==> config.mk <==
export PLATFORM = sky130hd
export DESIGN_NAME = stream_unpacker
export DESIGN_NICKNAME = d
export VERILOG_FILES = /design/src/rtl/video_pkg.sv /design/src/rtl/stream_unpacker.sv
export SDC_FILE = /design/constraint.sdc
export NUM_CORES = 1
export LEC_CHECK = 0
export CAP_MARGIN = 20
export CORE_MARGIN = 10
export CORE_UTILIZATION = 25
export DETAILED_ROUTE_END_ITERATION = 10
export DONT_BUFFER_PORTS = 1
export PLACE_DENSITY_LB_ADDON = 0.12
export SLEW_MARGIN = 20
export SYNTH_ARGS = -nofsm -noshare
export SYNTH_HDL_FRONTEND = slang
export SYNTH_SLANG_ARGS = --single-unit
==> constraint.sdc <==
create_clock -name in_stream_aclk -period 2.4 [get_ports in_stream_aclk]
set_clock_uncertainty 0.1 [all_clocks]
set_input_delay 0.24 -clock in_stream_aclk [delete_from_list [all_inputs] [get_ports in_stream_aclk]]
set_output_delay 0.24 -clock in_stream_aclk [all_outputs]
set_load 0.03 [all_outputs]
==> src/rtl/video_pkg.sv <==
// Shared video definitions for the 24bpp stream unpacker and its matching packer.
// Holds the default frame geometry, the pixel byte-lane positions inside a
// 24-bit {r,g,b} pixel, the unpacker state encoding and a lane-split helper.
package video_pkg;

  localparam int unsigned X_SIZE         = 1280;
  localparam int unsigned Y_SIZE         = 720;
  localparam int unsigned WORDS_PER_LINE = X_SIZE * 3 / 4;

  localparam int unsigned WORD_W = 32;
  localparam int unsigned PIX_W  = 24;
  localparam int unsigned X_W    = 11;
  localparam int unsigned Y_W    = 10;

  // Byte lanes of a 24-bit pixel p = {r,g,b}
  localparam int unsigned R_LSB = 16;
  localparam int unsigned G_LSB = 8;
  localparam int unsigned B_LSB = 0;

  typedef enum logic [1:0] {
    WAIT_SOF = 2'd0,
    ACTIVE   = 2'd1,
    DROP     = 2'd2
  } unpack_state_t;

  typedef struct packed {
    logic [7:0] r;
    logic [7:0] g;
    logic [7:0] b;
  } pixel_t;

  // Split a 24-bit pixel into its colour lanes
  function automatic pixel_t split_pixel(input logic [PIX_W-1:0] p);
    pixel_t px;
    px.r = p[R_LSB +: 8];
    px.g = p[G_LSB +: 8];
    px.b = p[B_LSB +: 8];
    return px;
  endfunction

endpackage

==> src/rtl/stream_unpacker.sv <==
// stream_unpacker: converts a 32-bit AXI-Stream carrying packed 24bpp pixels
// (three words hold four pixels) into one pixel per handshake with x/y
// coordinates, start-of-frame / end-of-line markers and sticky line/frame
// framing error flags.
//
// Ports
//   in_stream_aclk    clock, all logic on the rising edge
//   periph_reset      synchronous active-high reset
//   in_stream_tdata   packed pixel word (tkeep is ignored)
//   in_stream_tvalid / in_stream_tready   input handshake
//   in_stream_tuser   start of frame (first word)
//   in_stream_tlast   end of line (last word of a line)
//   pix_r/g/b, pix_x, pix_y, pix_sof, pix_eol   presented pixel
//   pix_valid / pix_ready                 output handshake
//   frame_done        pulse after the last pixel of a frame transfers
//   err_status        sticky {unexpected SOF, long line, short line}
//   err_clear         clears err_status
module stream_unpacker
  import video_pkg::*;
#(
  parameter int unsigned X_SIZE = video_pkg::X_SIZE,
  parameter int unsigned Y_SIZE = video_pkg::Y_SIZE
) (
  input  logic        in_stream_aclk,
  input  logic        periph_reset,
  input  logic [31:0] in_stream_tdata,
  input  logic [3:0]  in_stream_tkeep,
  input  logic        in_stream_tvalid,
  output logic        in_stream_tready,
  input  logic        in_stream_tuser,
  input  logic        in_stream_tlast,
  output logic [7:0]  pix_r,
  output logic [7:0]  pix_g,
  output logic [7:0]  pix_b,
  output logic [10:0] pix_x,
  output logic [9:0]  pix_y,
  output logic        pix_sof,
  output logic        pix_eol,
  output logic        pix_valid,
  input  logic        pix_ready,
  output logic        frame_done,
  output logic [2:0]  err_status,
  input  logic        err_clear
);

  localparam logic [10:0] X_LAST = 11'(X_SIZE - 1);
  localparam logic [10:0] X_PRE  = 11'(X_SIZE - 2);
  localparam logic [9:0]  Y_LAST = 10'(Y_SIZE - 1);

  unpack_state_t state;
  logic [1:0]    phase;
  logic [15:0]   saved;
  logic [10:0]   nx;          // x of the first pixel of the next word
  logic [9:0]    ny;
  logic          p3_pend;     // fourth pixel of a phase-2 word waiting for the output
  logic [23:0]   p3_pix;
  logic [10:0]   p3_x;
  logic [9:0]    p3_y;
  logic          eof_pend;    // frame ended, go idle once every pixel has left

  logic          out_free;
  logic          xfer;
  logic          accept;
  logic          proc;
  logic          sof_err;
  logic [1:0]    eff_phase;
  logic [10:0]   eff_x;
  logic [9:0]    eff_y;
  logic [23:0]   word_pix;
  logic [15:0]   saved_n;
  logic          last_word;
  logic          line_end;
  logic          early_last;
  logic          missing_last;
  logic [10:0]   x_adv;
  logic [10:0]   p3_xn;
  logic [9:0]    y_inc;
  pixel_t        word_px;
  pixel_t        p3_px;

  logic unused_keep;
  assign unused_keep = ^in_stream_tkeep;

  // Handshake, word decode and next-position arithmetic
  always_comb begin
    out_free = !pix_valid || pix_ready;
    xfer     = pix_valid && pix_ready;

    in_stream_tready = 1'b0;
    if (!periph_reset) begin
      if (state == ACTIVE) begin
        in_stream_tready = out_free && !p3_pend && !eof_pend;
      end else begin
        // A realigning SOF word needs the output register; plain words are discarded
        in_stream_tready = !(in_stream_tuser && !out_free);
      end
    end

    accept = in_stream_tvalid && in_stream_tready;
    proc   = accept && ((state == ACTIVE) || in_stream_tuser);

    sof_err = accept && in_stream_tuser && (state != WAIT_SOF) &&
              !((phase == 2'd0) && (nx == 11'd0) && (ny == 10'd0));

    // SOF realigns before the word is unpacked
    eff_phase = in_stream_tuser ? 2'd0  : phase;
    eff_x     = in_stream_tuser ? 11'd0 : nx;
    eff_y     = in_stream_tuser ? 10'd0 : ny;

    word_pix = in_stream_tdata[23:0];
    saved_n  = saved;
    case (eff_phase)
      2'd0: begin
        word_pix = in_stream_tdata[23:0];
        saved_n  = {saved[15:8], in_stream_tdata[31:24]};
      end
      2'd1: begin
        word_pix = {in_stream_tdata[15:0], saved[7:0]};
        saved_n  = in_stream_tdata[31:16];
      end
      default: begin
        word_pix = {in_stream_tdata[7:0], saved};
      end
    endcase

    last_word    = (eff_phase == 2'd2) && (eff_x == X_PRE);
    line_end     = in_stream_tlast || last_word;
    early_last   = in_stream_tlast && !last_word;
    missing_last = last_word && !in_stream_tlast;

    x_adv = (eff_phase == 2'd2) ? eff_x + 11'd2 : eff_x + 11'd1;
    p3_xn = eff_x + 11'd1;
    y_inc = (eff_y == Y_LAST) ? 10'd0 : eff_y + 10'd1;

    word_px = split_pixel(word_pix);
    p3_px   = split_pixel(p3_pix);
  end

  // State machine, position tracking and registered pixel output
  always_ff @(posedge in_stream_aclk) begin
    if (periph_reset) begin
      state      <= WAIT_SOF;
      phase      <= 2'd0;
      saved      <= 16'd0;
      nx         <= 11'd0;
      ny         <= 10'd0;
      p3_pend    <= 1'b0;
      p3_pix     <= 24'd0;
      p3_x       <= 11'd0;
      p3_y       <= 10'd0;
      eof_pend   <= 1'b0;
      pix_valid  <= 1'b0;
      pix_r      <= 8'd0;
      pix_g      <= 8'd0;
      pix_b      <= 8'd0;
      pix_x      <= 11'd0;
      pix_y      <= 10'd0;
      pix_sof    <= 1'b0;
      pix_eol    <= 1'b0;
      frame_done <= 1'b0;
      err_status <= 3'd0;
    end else begin
      frame_done <= xfer && (pix_x == X_LAST) && (pix_y == Y_LAST);

      // A new error event outranks a coincident clear
      err_status <= (err_clear ? 3'd0 : err_status) |
                    {sof_err, proc && missing_last, proc && early_last};

      // Output register: a new word and a pending p3 never compete here
      if (proc) begin
        pix_valid <= 1'b1;
        pix_r     <= word_px.r;
        pix_g     <= word_px.g;
        pix_b     <= word_px.b;
        pix_x     <= eff_x;
        pix_y     <= eff_y;
        pix_sof   <= (eff_x == 11'd0) && (eff_y == 10'd0);
        pix_eol   <= (eff_x == X_LAST);
      end else if (p3_pend && out_free) begin
        pix_valid <= 1'b1;
        pix_r     <= p3_px.r;
        pix_g     <= p3_px.g;
        pix_b     <= p3_px.b;
        pix_x     <= p3_x;
        pix_y     <= p3_y;
        pix_sof   <= 1'b0;
        pix_eol   <= (p3_x == X_LAST);
      end else if (xfer) begin
        pix_valid <= 1'b0;
      end

      // Processing a word replaces (or drops) any pending p3
      if (proc) begin
        p3_pend <= (eff_phase == 2'd2);
        p3_pix  <= in_stream_tdata[31:8];
        p3_x    <= p3_xn;
        p3_y    <= eff_y;
      end else if (p3_pend && out_free) begin
        p3_pend <= 1'b0;
      end

      if (proc) begin
        saved    <= saved_n;
        phase    <= (line_end || (eff_phase == 2'd2)) ? 2'd0 : eff_phase + 2'd1;
        nx       <= line_end ? 11'd0 : x_adv;
        ny       <= line_end ? y_inc : eff_y;
        eof_pend <= line_end && (eff_y == Y_LAST);
        state    <= missing_last ? DROP : ACTIVE;
      end else if (accept && (state == DROP) && in_stream_tlast) begin
        // Position already advanced to the next line when DROP was entered
        state <= ACTIVE;
      end else if ((state == ACTIVE) && eof_pend && !p3_pend && out_free) begin
        state    <= WAIT_SOF;
        eof_pend <= 1'b0;
      end
    end
  end

endmodule
# Word-level counts from Yosys, hierarchy flattened
# Cells that the tools add are included.
[totals]
ramBits = 0
rom_bits = 0
n_memories = 0
latchBits = 0
reg_bits = 140
output_inout_bits = 53
wordCells = 129
in_bits = 43
[op_classes]
mul = 0
add_sub_neg = 4
bitwise_logic = 2
n_lt_le_gt_ge = 0
n_div = 0
shift = 0
muxes = 38
reduce_logical = 53
n_eq_ne = 11
[ops]
columns = ["op", "count"]
rows = [
  ["2-to-1 mux 11 bit", 5],
  ["2-to-1 mux 10 bit", 5],
  ["2-to-1 mux 8 bit", 6],
  ["one-hot mux 24 bit (2 select lines)", 1],
  ["== test 11 bit (second input constant)", 4],
  ["one-hot mux 16 bit (2 select lines)", 1],
  ["logical AND 1 bit", 26],
  ["zero test 11 bit", 2],
  ["== test 10 bit (second input constant)", 2],
  ["zero test 10 bit", 2],
  ["2-to-1 mux 1 bit", 13],
  ["2-to-1 mux 2 bit", 6],
  ["adder 11 x 1 -> 11 bit (second input constant)", 1],
  ["adder 11 x 2 -> 11 bit (second input constant)", 1],
  ["adder 10 x 1 -> 10 bit (second input constant)", 1],
  ["zero test 1 bit", 8],
  ["nonzero test 2 bit", 4],
  ["nonzero test 3 bit", 2],
  ["== test 2 x 1 -> 1 bit (second input constant)", 2],
  ["== test 2 bit (second input constant)", 2],
  ["zero test 2 bit", 2],
  ["logical OR 1 bit", 4],
  ["AND reduction 2 bit", 2],
  ["2-to-1 mux 3 bit", 1],
  ["other kinds (5)", 5],
]

# Depth between registers and ports, before layout
[logic_depth]
ltp_word = 12
depth_mapped = 12
depth_no_buf = 9

# Worst setup path after synthesis
# OpenSTA, ideal clock, no wires.
[synth_path]
kind = "in2reg"
start = "input port in_stream_tuser"
end = "register nx[7]"
stages = 11
setup_slack_ns = -0.138
t_arrival_ns = 2.368
cell_sequence = "buf_2 -> buf_1 -> nor2b_1 -> inv_1 -> ha_1 -> nor4bb_1 -> and4_4 -> or2_1 -> buf_2 -> or4_1 -> a21oi_1"
[synth_via]
elab_chain_cells = 6
word_cells_on_any_way = 17
cone_classes = "add/sub: 2; eq/ne: 2; mux: 6; reduce/logical: 7"
[synth_rtl]
columns = ["item", "line", "text"]
rows = [
  ["start: declaration", "stream_unpacker.sv:30", "input logic in_stream_tuser,"],
  ["branches (longest 6 deep; another with adder 11 x 1 -> 11 bit)", "n/a", ""],
  ["end signal: assignment", "stream_unpacker.sv:205", "nx <= line_end ? 11'd0 : x_adv;"],
  ["end: declaration", "stream_unpacker.sv:53", "logic [10:0] nx;"],
]
# Parallel ways; which one is timed is not known.
# A chain may end at the register's enable or synchronous reset.

# Final worst setup path
[layout_path]
start = "register p3_pend"
end = "register saved[9]"
[layout_via]
elab_chain_cells = 8
[layout_rtl]
columns = ["item", "line", "text"]
rows = [
  ["start: declaration", "stream_unpacker.sv:55", "logic p3_pend;"],
  ["start signal: assignment", "stream_unpacker.sv:194", "p3_pend <= (eff_phase == 2'd2);"],
  ["zero test 1 bit", "stream_unpacker.sv:92", "in_stream_tready = out_free && !p3_pend && !eof_pend;"],
  ["logical AND 1 bit (2 in a row)", "stream_unpacker.sv:92", ""],
  ["2-to-1 mux 1 bit", "stream_unpacker.sv:91", "if (state == ACTIVE) begin"],
  ["2-to-1 mux 1 bit", "stream_unpacker.sv:90", "if (!periph_reset) begin"],
  ["logical AND 1 bit", "stream_unpacker.sv:99", "accept = in_stream_tvalid && in_stream_tready;"],
  ["logical AND 1 bit", "stream_unpacker.sv:100", "proc = accept && ((state == ACTIVE) || in_stream_tuser);"],
  ["AND reduction 3 bit (no line)", "n/a", ""],
  ["end signal: assignment", "stream_unpacker.sv:203", "saved <= saved_n;"],
  ["end: declaration", "stream_unpacker.sv:52", "logic [15:0] saved;"],
]
# Every way passes these cells.

==> results.py <==
metrics = {
    "worst_setup_path": {
        "path_class": "reg -> reg",
        "rr_worst_depth": 7,
        "cp_max_fo": 8,
        "worstPathRequired_ns": 2.61,
        "r2r_end": "saved[9]",
        "reg2reg_from": "p3_pend",
        "arrival_ns": 2.47,
        "start_kind": "register",
        "end_kind": "register",
        "regToRegSetupSlack_ns": 0.14,
    },
    "sta": {
        "final.min_clock_period_ns": 2.26,
        "max_slew_margin_pct": 51.0,
        "finalCritPeriodShare_pct": 94.1,
        "max_freq_mhz": 443,
        "slew_violations": 0,
        "worst_slew_pin_slew_ns": 0.731,
        "setup_viol": 0,
        "setup_tns_ns": 0,
        "rsz0062_at_grt": "false",
        "hold_viol": 0,
    },
    "logic_synthesis": {
        "syn_avg_cell_area_um2": 7.92,
        "synth_cell_types": 56,
        "synth_top_area_share_pct": 40.9,
        "ys_warn_count": 0,
        "syn_inst": 865,
        "async_reset_ff_share_pct": 0,
        "yosys_register_bits": 140,
        "synth_top_cell_by_area": "dfxtp_1",
        "synth_edf_count": 0,
        "synth_nets": 918,
        "ys.flop_type": "dfxtp_1",
        "yosysSeqAreaShare_pct": 40.9,
        "yosys-top-cells-area": "dfxtp_1, nand2_1, a21oi_1",
        "yosys.cell_count.top_type": "nand2_1",
        "synthTopCellsByCount": "nand2_1, dfxtp_1, a21oi_1, nand3_1, clkbuf_1",
        "synth_area_um2": 6850,
    },
    "placement": {
        "numPortBuffers": 0,
        "placedCellCount": 1186,
        "gp_congestion": 0.793,
        "place_hpwl_um": 18400,
    },
    "route": {
        "drt_iter0_drc": 483,
        "num_vias": 6686,
        "firstDrtPassIters": 5,
        "post_drt_wl_per_cell_um": 21.5,
        "ant_nets": 0,
        "wl_um": 27100,
        "drc_errors": 0,
        "vias_per_cell": 5.30,
    },
    "floorplanning": {
        "die_h_um": 186,
        "start_util_pct": 25.4,
        "fp-row-count": 60,
        "dieWidth_um": 186,
        "coreArea_um2": 27000,
        "die_area_um2": 34400,
        "ios": 96,
    },
    "clocking": {
        "cts.htree.levels": 4,
        "cts_buffer_depth": 2,
        "clk_pin_slew_worst_paths_ns": 0.06,
        "cts_tree": "built",
        "cts_root_buf": "clkbuf_16",
        "cts_sinks": 140,
        "numCtsBuffers": 17,
        "insertion_delay_ns": 0.42,
    },
    "hold_path": {
        "worstHoldPathType": "in -> reg",
        "holdPathEnd": "saved[1]",
        "hold_depth": 2,
        "hp-start": "in_stream_tdata[17]",
    },
    "grt": {
        "grt_pass1_wl_um": 41400,
        "grt_max_degree": 111,
        "grt-ovfl-total": 0,
        "grt_pass1_vias": 6327,
        "antenna_found_initial": 1,
        "grtUsageTotal_pct": 15.6,
    },
    "layout": {
        "finalNetCount": 960,
        "syn_to_final_growth_pct": 24.4,
        "drive_gt1_share_pct": 13.9,
        "post-route-util_pct": 31.6,
        "stdcell_count": 1262,
    },
    "power": {
        "ir_drop_uv": 469,
        "power.density_nw_per_um2": 651,
        "p_leak_nw": 2.93,
    },
    "flow_run": {
        "maxCapViolCount": 0,
    },
    "run_status": {
        "status": "complete, no violations",
    },
}
metrics by stage:
| step | area, um^2 | power (mW) | hold slack, ns | setup slack, ns |
|---|---|---|---|---|
| 3_3_place_gp | 7450 | 2.95 | 0.226 | 0.111 |
| 4_1_cts | 8440 | 5.60 | 0.00487 | 0.0335 |
| 3_5_place_dp | 7450 | 2.95 | 0.228 | 0.107 |
| 5_1_grt | 8520 | 5.77 | 0.0350 | 0.0121 |
| 2_1_floorplan | 6880 | 2.84 | 0.276 | 0.0101 |
| 6_report | 8530 | 5.55 | 0.0177 | 0.140 |
sequential cells by signal, indices dropped and copies added (netlist names), 8 cells and up:
register  flops
ny           10
p3_y         10
pix_g         8
pix_r         8
p3_pix       24
saved        16
pix_b         8
p3_x         11
pix_x        11
nx           11
pix_y        10
power by group:
part | internal, mW | switching [mW]
combinational | 0.184 | 0.289
clock | 1.45 | 1.10
sequential | 2.40 | 0.128
cells by family (layout without fill, tap and decap cells):
group | count (synthesis) | after routing | share of synthesized area (%)
xor gates and xnor gates | 12 | 12 | 1.53
AOI/OAI and AO/OA | 232 | 232 | 23.2
adders and majority gates | 10 | 10 | 1.83
DFF | 140 | 140 | 40.9
muxes | 11 | 11 | 1.79
and+or+nand+nor | 356 | 357 | 24.6
other | 0 | 2 | 0
buffers and inverters | 104 | 157 | 6.14
placed cells by master, fill, tap and decap left out, types with 4 or more instances in the layout:
cell type and instances:
a211oi_1 23, a21oi_1 77, a221oi_1 16, a22o_1 17, a311oi_1 36, a31oi_1 9, buf_4 58, clkbuf_16 17
clkinvlp_4 5, dfxtp_1 137, dlygate4sd3_1 40, ha_1 9, inv_1 22, mux2_2 10, nand2_1 164, nand3_1 54
nand4_1 18, nand4b_1 4, nor2_1 44, nor2b_1 10, nor3_1 9, nor4_1 11, o2111ai_1 4, o211ai_1 5
o21ai_0 21, or4_1 9, xnor2_1 8, xor2_1 4
area by class of cell:
class | instances | area, um^2
Timing Repair Buffer | 103 | 926
Antenna cell | 2 | 5.00
Tap cell | 341 | 427
Multi-Input combinational cell | 622 | 3720
Clock buffer | 18 | 439
Fill cell | 2888 | 18400
Sequential cell | 140 | 2810
Clock inverter | 13 | 118
Inverter | 23 | 86.3
worst max path at each step:
stage	startpoint	end	slack (ns)	cells past startpoint
5_1_grt	nx[1]	ny[7]	0.01	8
3_5_place_dp	phase[0]	nx[5]	0.11	8
6_report	p3_pend	saved[9]	0.14	7
3_3_place_gp	phase[0]	nx[10]	0.11	8
2_1_floorplan	in_stream_tuser	nx[7]	0.01	11
4_1_cts	state[1]	p3_pix[3]	0.03	7
timing repair:
action,4_1_cts,5_1_grt
hold buffers,41,0
gates resized for setup,0,18
buffers inserted,0,1
endpoints found under the hold margin,131,0
setup endpoints to repair,0,24
metal layers:
metal / vias up / routed length, um / track usage, %
met5: - / 0 / 0
met2: 171 / 11600 / 21.9
met3: 16 / 1700 / 4.04
met4: 0 / 290 / 3.29
li1: 3247 / - / -
met1: 3252 / 13500 / 23.0
critical path: stages (launching register included):
cell           delay (ns)
dfxtp_1              0.37
nor4b_4              0.40
a21o_4               0.21
buf_4                0.13
nand3_2              0.18
nand2_1              0.14
a21oi_1              0.07
dlygate4sd3_1        0.55
(Power assumes the default switching activity.)
